## src/rtl/sw_conditioner_if.sv

```systemverilog
// Switch conditioner bus: raw pins and clear mask in, debounced level,
// edge pulses, sticky change flags and the debug tick out.
interface sw_conditioner_if #(
  parameter int WIDTH = 16
);
  logic [WIDTH-1:0] sw_raw;
  logic [WIDTH-1:0] chg_clr;
  logic [WIDTH-1:0] sw_out;
  logic [WIDTH-1:0] sw_rise;
  logic [WIDTH-1:0] sw_fall;
  logic [WIDTH-1:0] sw_changed;
  logic             tick;

  // Board/cpu side: drives the pins and the clear mask, observes the results.
  modport master (
    output sw_raw, chg_clr,
    input  sw_out, sw_rise, sw_fall, sw_changed, tick
  );

  // Conditioner side.
  modport slave (
    input  sw_raw, chg_clr,
    output sw_out, sw_rise, sw_fall, sw_changed, tick
  );
endinterface

```

## src/rtl/sw_conditioner.sv

```systemverilog
// Slide-switch conditioner: per-bit 2-flop synchroniser, tick-based debounce
// that accepts a new level only after STABLE_TICKS mismatching ticks,
// registered rise/fall pulses and write-1-to-clear sticky change flags.
module sw_conditioner #(
  parameter int WIDTH        = 16,
  parameter int TICK_DIV     = 100000,
  parameter int STABLE_TICKS = 10
) (
  input  logic              clk,
  input  logic              rst,
  sw_conditioner_if.slave   bus
);

  localparam int PW = (TICK_DIV > 1) ? $clog2(TICK_DIV) : 1;
  localparam int CW = (STABLE_TICKS > 1) ? $clog2(STABLE_TICKS) : 1;
  localparam logic [PW-1:0] LAST_P = PW'(TICK_DIV - 1);
  localparam logic [CW-1:0] LAST_C = CW'(STABLE_TICKS - 1);

  typedef enum logic {STABLE, PENDING} deb_state_e;

  logic [WIDTH-1:0] s1;
  logic [WIDTH-1:0] s2;
  logic [PW-1:0]    presc;
  logic [PW-1:0]    presc_nx;
  logic             tick_r;
  logic [WIDTH-1:0] sw_out_r;
  logic [WIDTH-1:0] out_nx;
  logic [WIDTH-1:0] flip;
  logic [WIDTH-1:0] rise_r;
  logic [WIDTH-1:0] fall_r;
  logic [WIDTH-1:0] changed_r;
  logic [CW-1:0]    cnt    [WIDTH];
  logic [CW-1:0]    cnt_nx [WIDTH];
  deb_state_e       state  [WIDTH];

  // Prescaler wrap: count 0..TICK_DIV-1 and restart.
  always_comb begin
    presc_nx = presc + 1'b1;
    if (presc == LAST_P) presc_nx = '0;
  end

  // Synchroniser stages and prescaler; tick is registered so it reads 0 in reset
  // and is high exactly while presc sits at its last value.
  always_ff @(posedge clk or negedge rst) begin
    if (!rst) begin
      s1     <= '0;
      s2     <= '0;
      presc  <= '0;
      tick_r <= 1'b0;
    end else begin
      s1     <= bus.sw_raw;
      s2     <= s1;
      presc  <= presc_nx;
      tick_r <= (presc_nx == LAST_P);
    end
  end

  // Per-bit debounce next state: a bit is PENDING whenever the synchronised pin
  // disagrees with the accepted level; agreement at any time zeroes its counter.
  always_comb begin
    out_nx = sw_out_r;
    flip   = '0;
    for (int n = 0; n < WIDTH; n++) begin
      cnt_nx[n] = cnt[n];
      state[n]  = (s2[n] != sw_out_r[n]) ? PENDING : STABLE;
      case (state[n])
        STABLE: cnt_nx[n] = '0;
        PENDING: begin
          if (tick_r) begin
            if (cnt[n] == LAST_C) begin
              out_nx[n] = s2[n];
              cnt_nx[n] = '0;
              flip[n]   = 1'b1;
            end else begin
              cnt_nx[n] = cnt[n] + 1'b1;
            end
          end
        end
        default: cnt_nx[n] = '0;
      endcase
    end
  end

  // Debounce state register: accepted level and per-bit stability counters.
  always_ff @(posedge clk or negedge rst) begin
    if (!rst) begin
      sw_out_r <= '0;
      for (int n = 0; n < WIDTH; n++) cnt[n] <= '0;
    end else begin
      sw_out_r <= out_nx;
      for (int n = 0; n < WIDTH; n++) cnt[n] <= cnt_nx[n];
    end
  end

  // Edge pulses and sticky flags update on the same edge as the accepted level;
  // a flip in the same cycle as a clear keeps the flag set.
  always_ff @(posedge clk or negedge rst) begin
    if (!rst) begin
      rise_r    <= '0;
      fall_r    <= '0;
      changed_r <= '0;
    end else begin
      rise_r    <= flip & out_nx;
      fall_r    <= flip & ~out_nx;
      changed_r <= (changed_r & ~bus.chg_clr) | flip;
    end
  end

  assign bus.sw_out     = sw_out_r;
  assign bus.sw_rise    = rise_r;
  assign bus.sw_fall    = fall_r;
  assign bus.sw_changed = changed_r;
  assign bus.tick       = tick_r;

endmodule

```

## src/flat_wrapper.sv

```systemverilog
// flat-port wrapper written by rule: the top's interface ports become plain ports
module sw_conditioner_flat 
#(
  parameter int WIDTH        = 16,
  parameter int TICK_DIV     = 100000,
  parameter int STABLE_TICKS = 10
)
  (clk, rst, bus_sw_raw, bus_chg_clr, bus_sw_out, bus_sw_rise, bus_sw_fall, bus_sw_changed, bus_tick);
  sw_conditioner_if #(.WIDTH(WIDTH)) bus_i ();
  input  logic clk;
  input  logic rst;
  input wire logic [$bits(bus_i.sw_raw)-1:0] bus_sw_raw;
  input wire logic [$bits(bus_i.chg_clr)-1:0] bus_chg_clr;
  output wire logic [$bits(bus_i.sw_out)-1:0] bus_sw_out;
  output wire logic [$bits(bus_i.sw_rise)-1:0] bus_sw_rise;
  output wire logic [$bits(bus_i.sw_fall)-1:0] bus_sw_fall;
  output wire logic [$bits(bus_i.sw_changed)-1:0] bus_sw_changed;
  output wire logic [$bits(bus_i.tick)-1:0] bus_tick;
  assign bus_i.sw_raw = bus_sw_raw;
  assign bus_i.chg_clr = bus_chg_clr;
  assign bus_sw_out = bus_i.sw_out;
  assign bus_sw_rise = bus_i.sw_rise;
  assign bus_sw_fall = bus_i.sw_fall;
  assign bus_sw_changed = bus_i.sw_changed;
  assign bus_tick = bus_i.tick;
  sw_conditioner #(.WIDTH(WIDTH), .TICK_DIV(TICK_DIV), .STABLE_TICKS(STABLE_TICKS)) u_core (.clk(clk), .rst(rst), .bus(bus_i));
endmodule
```

## config.mk

```make
export PLATFORM = sky130hd
export DESIGN_NAME = sw_conditioner_flat
export DESIGN_NICKNAME = d
export VERILOG_FILES = /design/src/rtl/sw_conditioner_if.sv /design/src/rtl/sw_conditioner.sv /design/src/flat_wrapper.sv
export SDC_FILE = /design/constraint.sdc
export NUM_CORES = 1
export LEC_CHECK = 0
export BUFFER_PORTS_ARGS = -buffer_cell sky130_fd_sc_hd__buf_2
export CAP_MARGIN = 40
export CORE_MARGIN = 5
export CORE_UTILIZATION = 44
export DETAILED_ROUTE_END_ITERATION = 12
export PLACE_DENSITY_LB_ADDON = 0.1
export SLEW_MARGIN = 40
export SYNTH_ARGS = -nofsm -noshare
export SYNTH_HDL_FRONTEND = slang
export SYNTH_SLANG_ARGS = --single-unit
export TNS_END_PERCENT = 1
```

## constraint.sdc

```tcl
create_clock -name clk -period 2.1 [get_ports clk]
set_input_delay 0.105 -clock clk [delete_from_list [all_inputs] [get_ports clk]]
set_output_delay 0.105 -clock clk [all_outputs]
set_load 0.02 [all_outputs]
```

==> flow_summary.toml, run 1 <==
[global_route]
first_global_vias = 5457
grt-ovfl-total = 0
grt_max_degree = 66
track_usage_pct = 14.8
grt_pass1_wl_mm = 24.9
antenna_found_initial = 0

[routing]
postRouteAntennaNets = 0
first_pass_iters = 4
routed_wl_mm = 14.4
via_per_inst = 5.07
num_vias = 5452
drtIter0Drc = 220
wl_per_cell_microns = 13.4
drc = 0

[setup_path]
worstSetupPathType = "reg -> reg"
max_stage_delay_ns = 0.57
critical_path_required_ns = 2.45
reg2reg_to = "u_core.bus.tick"
rr_worst_depth = 5
crit_path_start_kind = "register"
cp_max_fo = 8
ff2ff_setup_slack_ns = 0.23
crit_slowest_cell = "or4_4"
regToRegStartpoint = "u_core.presc[5]"
critical_path.cell_chain = "nand3_2 -> or4_4 -> mux2i_1 -> nor3_1 -> and4bb_1"
cp_data_arrival_time_ns = 2.22
worst_setup_path_end_kind = "register"

[pwr]
p_per_area_nw_per_um2 = 721
ir_drop_uv = 564
p_leak_nw = 4.38

[yosys]
synth_compound_area_share_pct = 8.79
synth_edf_count = 0
synthDistinctLibCells = 44
yosys-top-cells-area = "dfrtp_1 58%, ha_1 5.3%, o21ai_0 4.2%, nor3b_1 3.7%, nor2_1 3.3%"
synthFlopType = "dfrtp_1"
syn_avg_cell_area_sq_um = 11.2
synth_top_family_by_area = "simple AND/OR/NAND/NOR gates"
muxShareOfSynthArea_pct = 4.14
synth_nets = 759
synth_top_cell_area_share_pct = 57.6
ys_seq_area_share_pct = 57.6
synth_most_common_cell = "dfrtp_1"
yosys.area_share.adder_pct = 5.34
synth-simple-area-share_pct = 18.3
yosys.area.top_type = "dfrtp_1"
synth-async-reset-ratio_pct = 100
synth_xor_area_share_pct = 3.29
synth_common_cells = "178 x dfrtp_1, 68 x nor2_1, 65 x o21ai_0"
yosysWarnings = 0
ys_ff_latch = 178
synthCells = 692
netlist_area_sq_um = 7730

[timing]
slew_headroom_pct = 64.5
period_needed_ns = 1.87
finalSetupViolations = 0
slew_violations = 0
setup_ws_ns = 0.229
skew_ns = 0.00964
fmax_mhz = 534
hold_viol_final = 0
worst_pin_slew_ns = 0.525
setup_tns_ns = 0
rsz0062_at_grt = "false"
fin_crit_sh_pct = 89.1

[clocking]
cts_tree = "done"
cts_hold_buf = 33
clkSlewWorstSetupHoldPaths_ns = 0.07
cts_resized = 0
cts_buffer_depth = 2
ctsRootBufferMaster = "clkbuf_16"
clock_latency_ns = 0.42
post_cts_buffers = 0
cts_max_level = 4
clock-sinks = 178
cts_buffers = 17

[placed_design]
gp_congestion = 0.797
numPlacedInstances = 1011
port-buffer-count = 98
pre_cts_slack_ns = 0.243
post-dp-hpwl_mm = 10.1

[layout]
area_growth_pct = 22.3
final_nets = 905
finalNonFillerCells = 1076
drive_gt1_share_pct = 18.9
diodes = 0

[floorplan]
ios = 99
die_w_microns = 143
start_util_pct = 44.7
design.core.area_sq_um = 17300
dieArea_sq_um = 20300
num_rows = 48
die_height_microns = 143

[run_status]
status = "finished, final reports clean"

[flow_run]
drv_cap = 0

[hold_path]
hp-class = "in -> async"
how the worst max path moves through the flow:
stage / from / to / slack (ns)
after floorplan: u_core.presc[0] / u_core.bus.tick / 0.35
after global placement: u_core.presc[5] / u_core.bus.tick / 0.32
after detailed placement: u_core.presc[5] / u_core.bus.tick / 0.24
after CTS: u_core.presc[5] / u_core.bus.tick / 0.23
after global routing: u_core.presc[5] / u_core.bus.tick / 0.14
final: u_core.presc[5] / u_core.bus.tick / 0.23
power by group:
group	total [mW]	internal (mW)	leakage (nW)	switching (mW)
logic	0.195	0.0892	1.70	0.106
registers	3.48	3.46	2.40	0.0225
clock network	3.14	1.80	0.283	1.34
total	6.82	5.35	4.38	1.47
cells by family after synthesis:
logic type      count (synthesis)
compound gates                120
xor+xnor                       29
mux                            30
buf+inv                        45
simple gates                  257
flops                         178
fa+ha+maj                      33
worst max-delay path, delay by kind of cell (launching register included):
| family | cells | cell delay, ns |
|---|---|---|
| flops | 1 | 0.48 |
| mux | 1 | 0.15 |
| simple gates | 4 | 1.17 |
cell usage in the layout, fill, tap and decap left out, drive strengths merged, types with 6 or more instances in the layout:
cell           n
nand2b        11
buf          105
nand4b        11
nand2         59
dfrtp        178
mux2i         14
a21oi         17
dlygate4sd3   33
nor2          69
o22ai         12
nor3b         38
a21boi         6
clkbuf        18
nor3           6
ha            33
inv           37
o21ai         65
xor2           9
o31ai         12
xnor2         20
and4b          7
clkinv         6
nor2b         16
nand3b        10
nand3         17
mux2          16
final cells by class:
class / instances / area [sq um]
well taps: 225 / 282
clock inverters: 14 / 154
inverters: 34 / 128
fillers: 1494 / 7840
flip-flops and latches: 178 / 4460
clock buffers: 18 / 439
multi-input cells: 469 / 3080
repair buffers: 138 / 917
metrics by stage:
stage	hold WS (ns)	util, %	total power, mW	area (sq um)
6_report	0.176	54.7	6.82	9450
5_1_grt	0.206	54.7	7.13	9450
4_1_cts	0.172	54.7	6.94	9450
3_5_place_dp	0.0625	49.3	3.70	8530
3_3_place_gp	0.0590	49.3	3.70	8530
2_1_floorplan	-0.191	-	3.58	7730
routing by layer:
metal  wire [microns]  track usage, %  up-vias  share of wire (%)
met3              610            4.00        8                4.2
met4               85            4.00        0               0.59
li1                 -               -     2684                  -
met2             7040            25.2       87                 49
met5                0               0        -                  0
met1             6630            18.6     2673                 46
registers in the layout, indices dropped and copies added (netlist names):
name and flops:
u_core.cnt 64, u_core.presc 17, u_core.bus.sw_changed 16, u_core.bus.sw_fall 16
u_core.bus.sw_out 16, u_core.bus.sw_rise 16, u_core.s1 16, u_core.s2 16
u_core.bus.tick 1
(Power assumes the default switching activity.)
==> run 2: changes to the inputs <==
- ABC_AREA: default -> 1
- SETUP_SLACK_MARGIN: default -> 0.1
==> flow_summary.toml, run 2 <==
[yosys]
ys_ff_latch = 178
synth_top_cell_area_share_pct = 57.0
yosys-top-cells-area = "dfrtp_1 57%, inv_1 6.7%, nand2_1 6.6%, nand3_1 5.6%, ha_1 5.3%"
ys_seq_area_share_pct = 57.0
yosys.area.top_type = "dfrtp_1"
synthCells = 852
synth_common_cells = "178 x dfrtp_1, 139 x inv_1, 138 x nand2_1"
synth_most_common_cell = "dfrtp_1"
yosysWarnings = 0
synthFlopType = "dfrtp_1"
synth_edf_count = 0
synth-async-reset-ratio_pct = 100
synth_nets = 919
synthDistinctLibCells = 23
netlist_area_sq_um = 7810
syn_avg_cell_area_sq_um = 9.17

[setup_path]
cp_max_fo = 5
worstPathBufferInverterCount = 1
crit_path_start_kind = "register"
critPathTopFamily = "simple AND/OR/NAND/NOR gates"
rr_worst_depth = 12
critical_path.cell_chain = "ha_1 -> nand2_1 -> inv_1 -> nand2_1 -> nor2_1 -> nand2_1 -> nand3_1 -> nor2_1 -> nand2_1 -> nor2_1 -> nand2_1 -> nor2_1"
worst_setup_path_end_kind = "register"
regToRegStartpoint = "u_core.presc[0]"
max_stage_delay_ns = 0.41
path_depth = 12
critical_path_required_ns = 2.46
reg2reg_to = "u_core.bus.tick"
crit_top_cell = "nand2_1"
worstSetupPathType = "reg -> reg"
cp_data_arrival_time_ns = 2.01
crit_slowest_cell = "dfrtp_1"
ff2ff_setup_slack_ns = 0.45

[pwr]
switching_share_pct = 20.8
power.net_switching_mw = 1.41
power_frac_seq_pct = 51.0
p_per_area_nw_per_um2 = 710
combPwrFrac_pct = 3.4
p_int_mw = 5.39
p_leak_nw = 4.90
power_mw = 6.81
ir_drop_uv = 546
p_clk_share_pct = 45.6

[floorplan]
start_util_pct = 45.0
dieArea_sq_um = 20500
die_w_microns = 143
ios = 99
design.core.area_sq_um = 17400
num_rows = 48
die_height_microns = 143

[global_route]
grt_max_degree = 71
met3_usage_pct = 4.52
grt_util_met1_pct = 20.4
grt-ovfl-total = 0
track_usage_pct = 15.7
first_global_vias = 5773
antenna_found_initial = 0
grt_pass1_wl_mm = 26.2
top_usage_layer = "met2"
met2_usage_pct = 25.6

[routing]
wl_per_cell_microns = 12.0
via_per_inst = 4.75
num_vias = 5891
drc = 0
postRouteAntennaNets = 0
routed_wl_mm = 14.9
first_pass_iters = 4
drtIter0Drc = 259

[timing]
skew_ns = 0.00846
whs_ns = 0.251
fin_crit_sh_pct = 78.5
hold_viol_final = 0
setup_tns_ns = 0
rsz0062_at_grt = "false"
fmax_mhz = 606
period_needed_ns = 1.65
worst_pin_slew_ns = 0.571
setup_ws_ns = 0.451
slew_violations = 0
slew_headroom_pct = 61.9
finalSetupViolations = 0

[layout]
area_growth_pct = 22.6
final.fill_count = 1576
finalNonFillerCells = 1240
diodes = 0
finish.instance_area_sq_um = 9580
largest_register_ffs = 64
final_common_cell = "dfrtp_1"
fin_util_pct = 55.2
reg_top3 = "u_core.cnt: 64 flops, u_core.presc: 17 flops"
drive_gt1_share_pct = 15.9
most-common-layout-cells = "178 x dfrtp_1, 139 x inv_1, 138 x nand2_1"
final_nets = 1071
largest-register = "u_core.cnt"

[clocking]
clkSlewWorstSetupHoldPaths_ns = 0.07
cts_resized = 0
cts_buffer_depth = 2
cts_tree = "done"
post_cts_buffers = 0
clock_latency_ns = 0.43
clock-sinks = 178
cts_buffers = 17
cts_max_level = 4
ctsRootBufferMaster = "clkbuf_16"

[placed_design]
post-dp-hpwl_mm = 10.7
port-buffer-count = 98
numPlacedInstances = 1177
postPlaceCellArea_sq_um = 8670
pre_cts_slack_ns = 0.470
gp_congestion = 0.871

[hold_path]
hp-class = "in -> async"

[flow_run]
drv_cap = 0

[run_status]
status = "finished, final reports clean"
-- run 2: worst max-delay path by stage --
stage / start / end / slack [ns]
after global routing: u_core.presc[0] / u_core.bus.tick / 0.25
after CTS: u_core.presc[0] / u_core.bus.tick / 0.45
after global placement: u_core.presc[0] / u_core.bus.tick / 0.51
final: u_core.presc[0] / u_core.bus.tick / 0.45
after floorplan: u_core.presc[0] / u_core.bus.tick / 0.67
after detailed placement: u_core.presc[0] / u_core.bus.tick / 0.47
-- run 2: per-layer routing --
metal	routed length, microns	up-vias
met5	0	-
met4	240	0
met3	707	18
met1	6990	2742
met2	6990	98
li1	-	3033
-- run 2: repair_timing --
action,4_1_cts,5_1_grt
endpoints found under the hold margin,97,0
hold buffers,33,0
setup endpoints to repair,0,0
-- run 2: kinds of logic after synthesis --
family | after synthesis | share of synthesized area (%)
xor+xnor | 29 | 3.25
fa+ha+maj | 33 | 5.28
flops | 178 | 57.0
compound gates | 106 | 7.27
buf+inv | 148 | 7.11
simple gates | 358 | 20.1
-- run 2: power by group through the flow --
stage | Combinational (mW) | Sequential, mW | Clock, mW
3_5_place_dp | 0.195 | 3.53 | 0
5_1_grt | 0.271 | 3.47 | 3.37
2_1_floorplan | 0.0614 | 3.53 | 0
6_report | 0.234 | 3.47 | 3.10
4_1_cts | 0.244 | 3.47 | 3.22
3_3_place_gp | 0.193 | 3.53 | 0
-- run 2: layout make-up --
type | instances | area [sq um] | share of cell area, %
clock buffers | 22 | 474 | 4.95
clock inverters | 8 | 105 | 1.10
inverters | 141 | 529 | 5.52
multi-input cells | 526 | 2810 | 29.3
flip-flops and latches | 178 | 4450 | 46.5
well taps | 225 | 282 | 2.94
repair buffers | 140 | 935 | 9.75
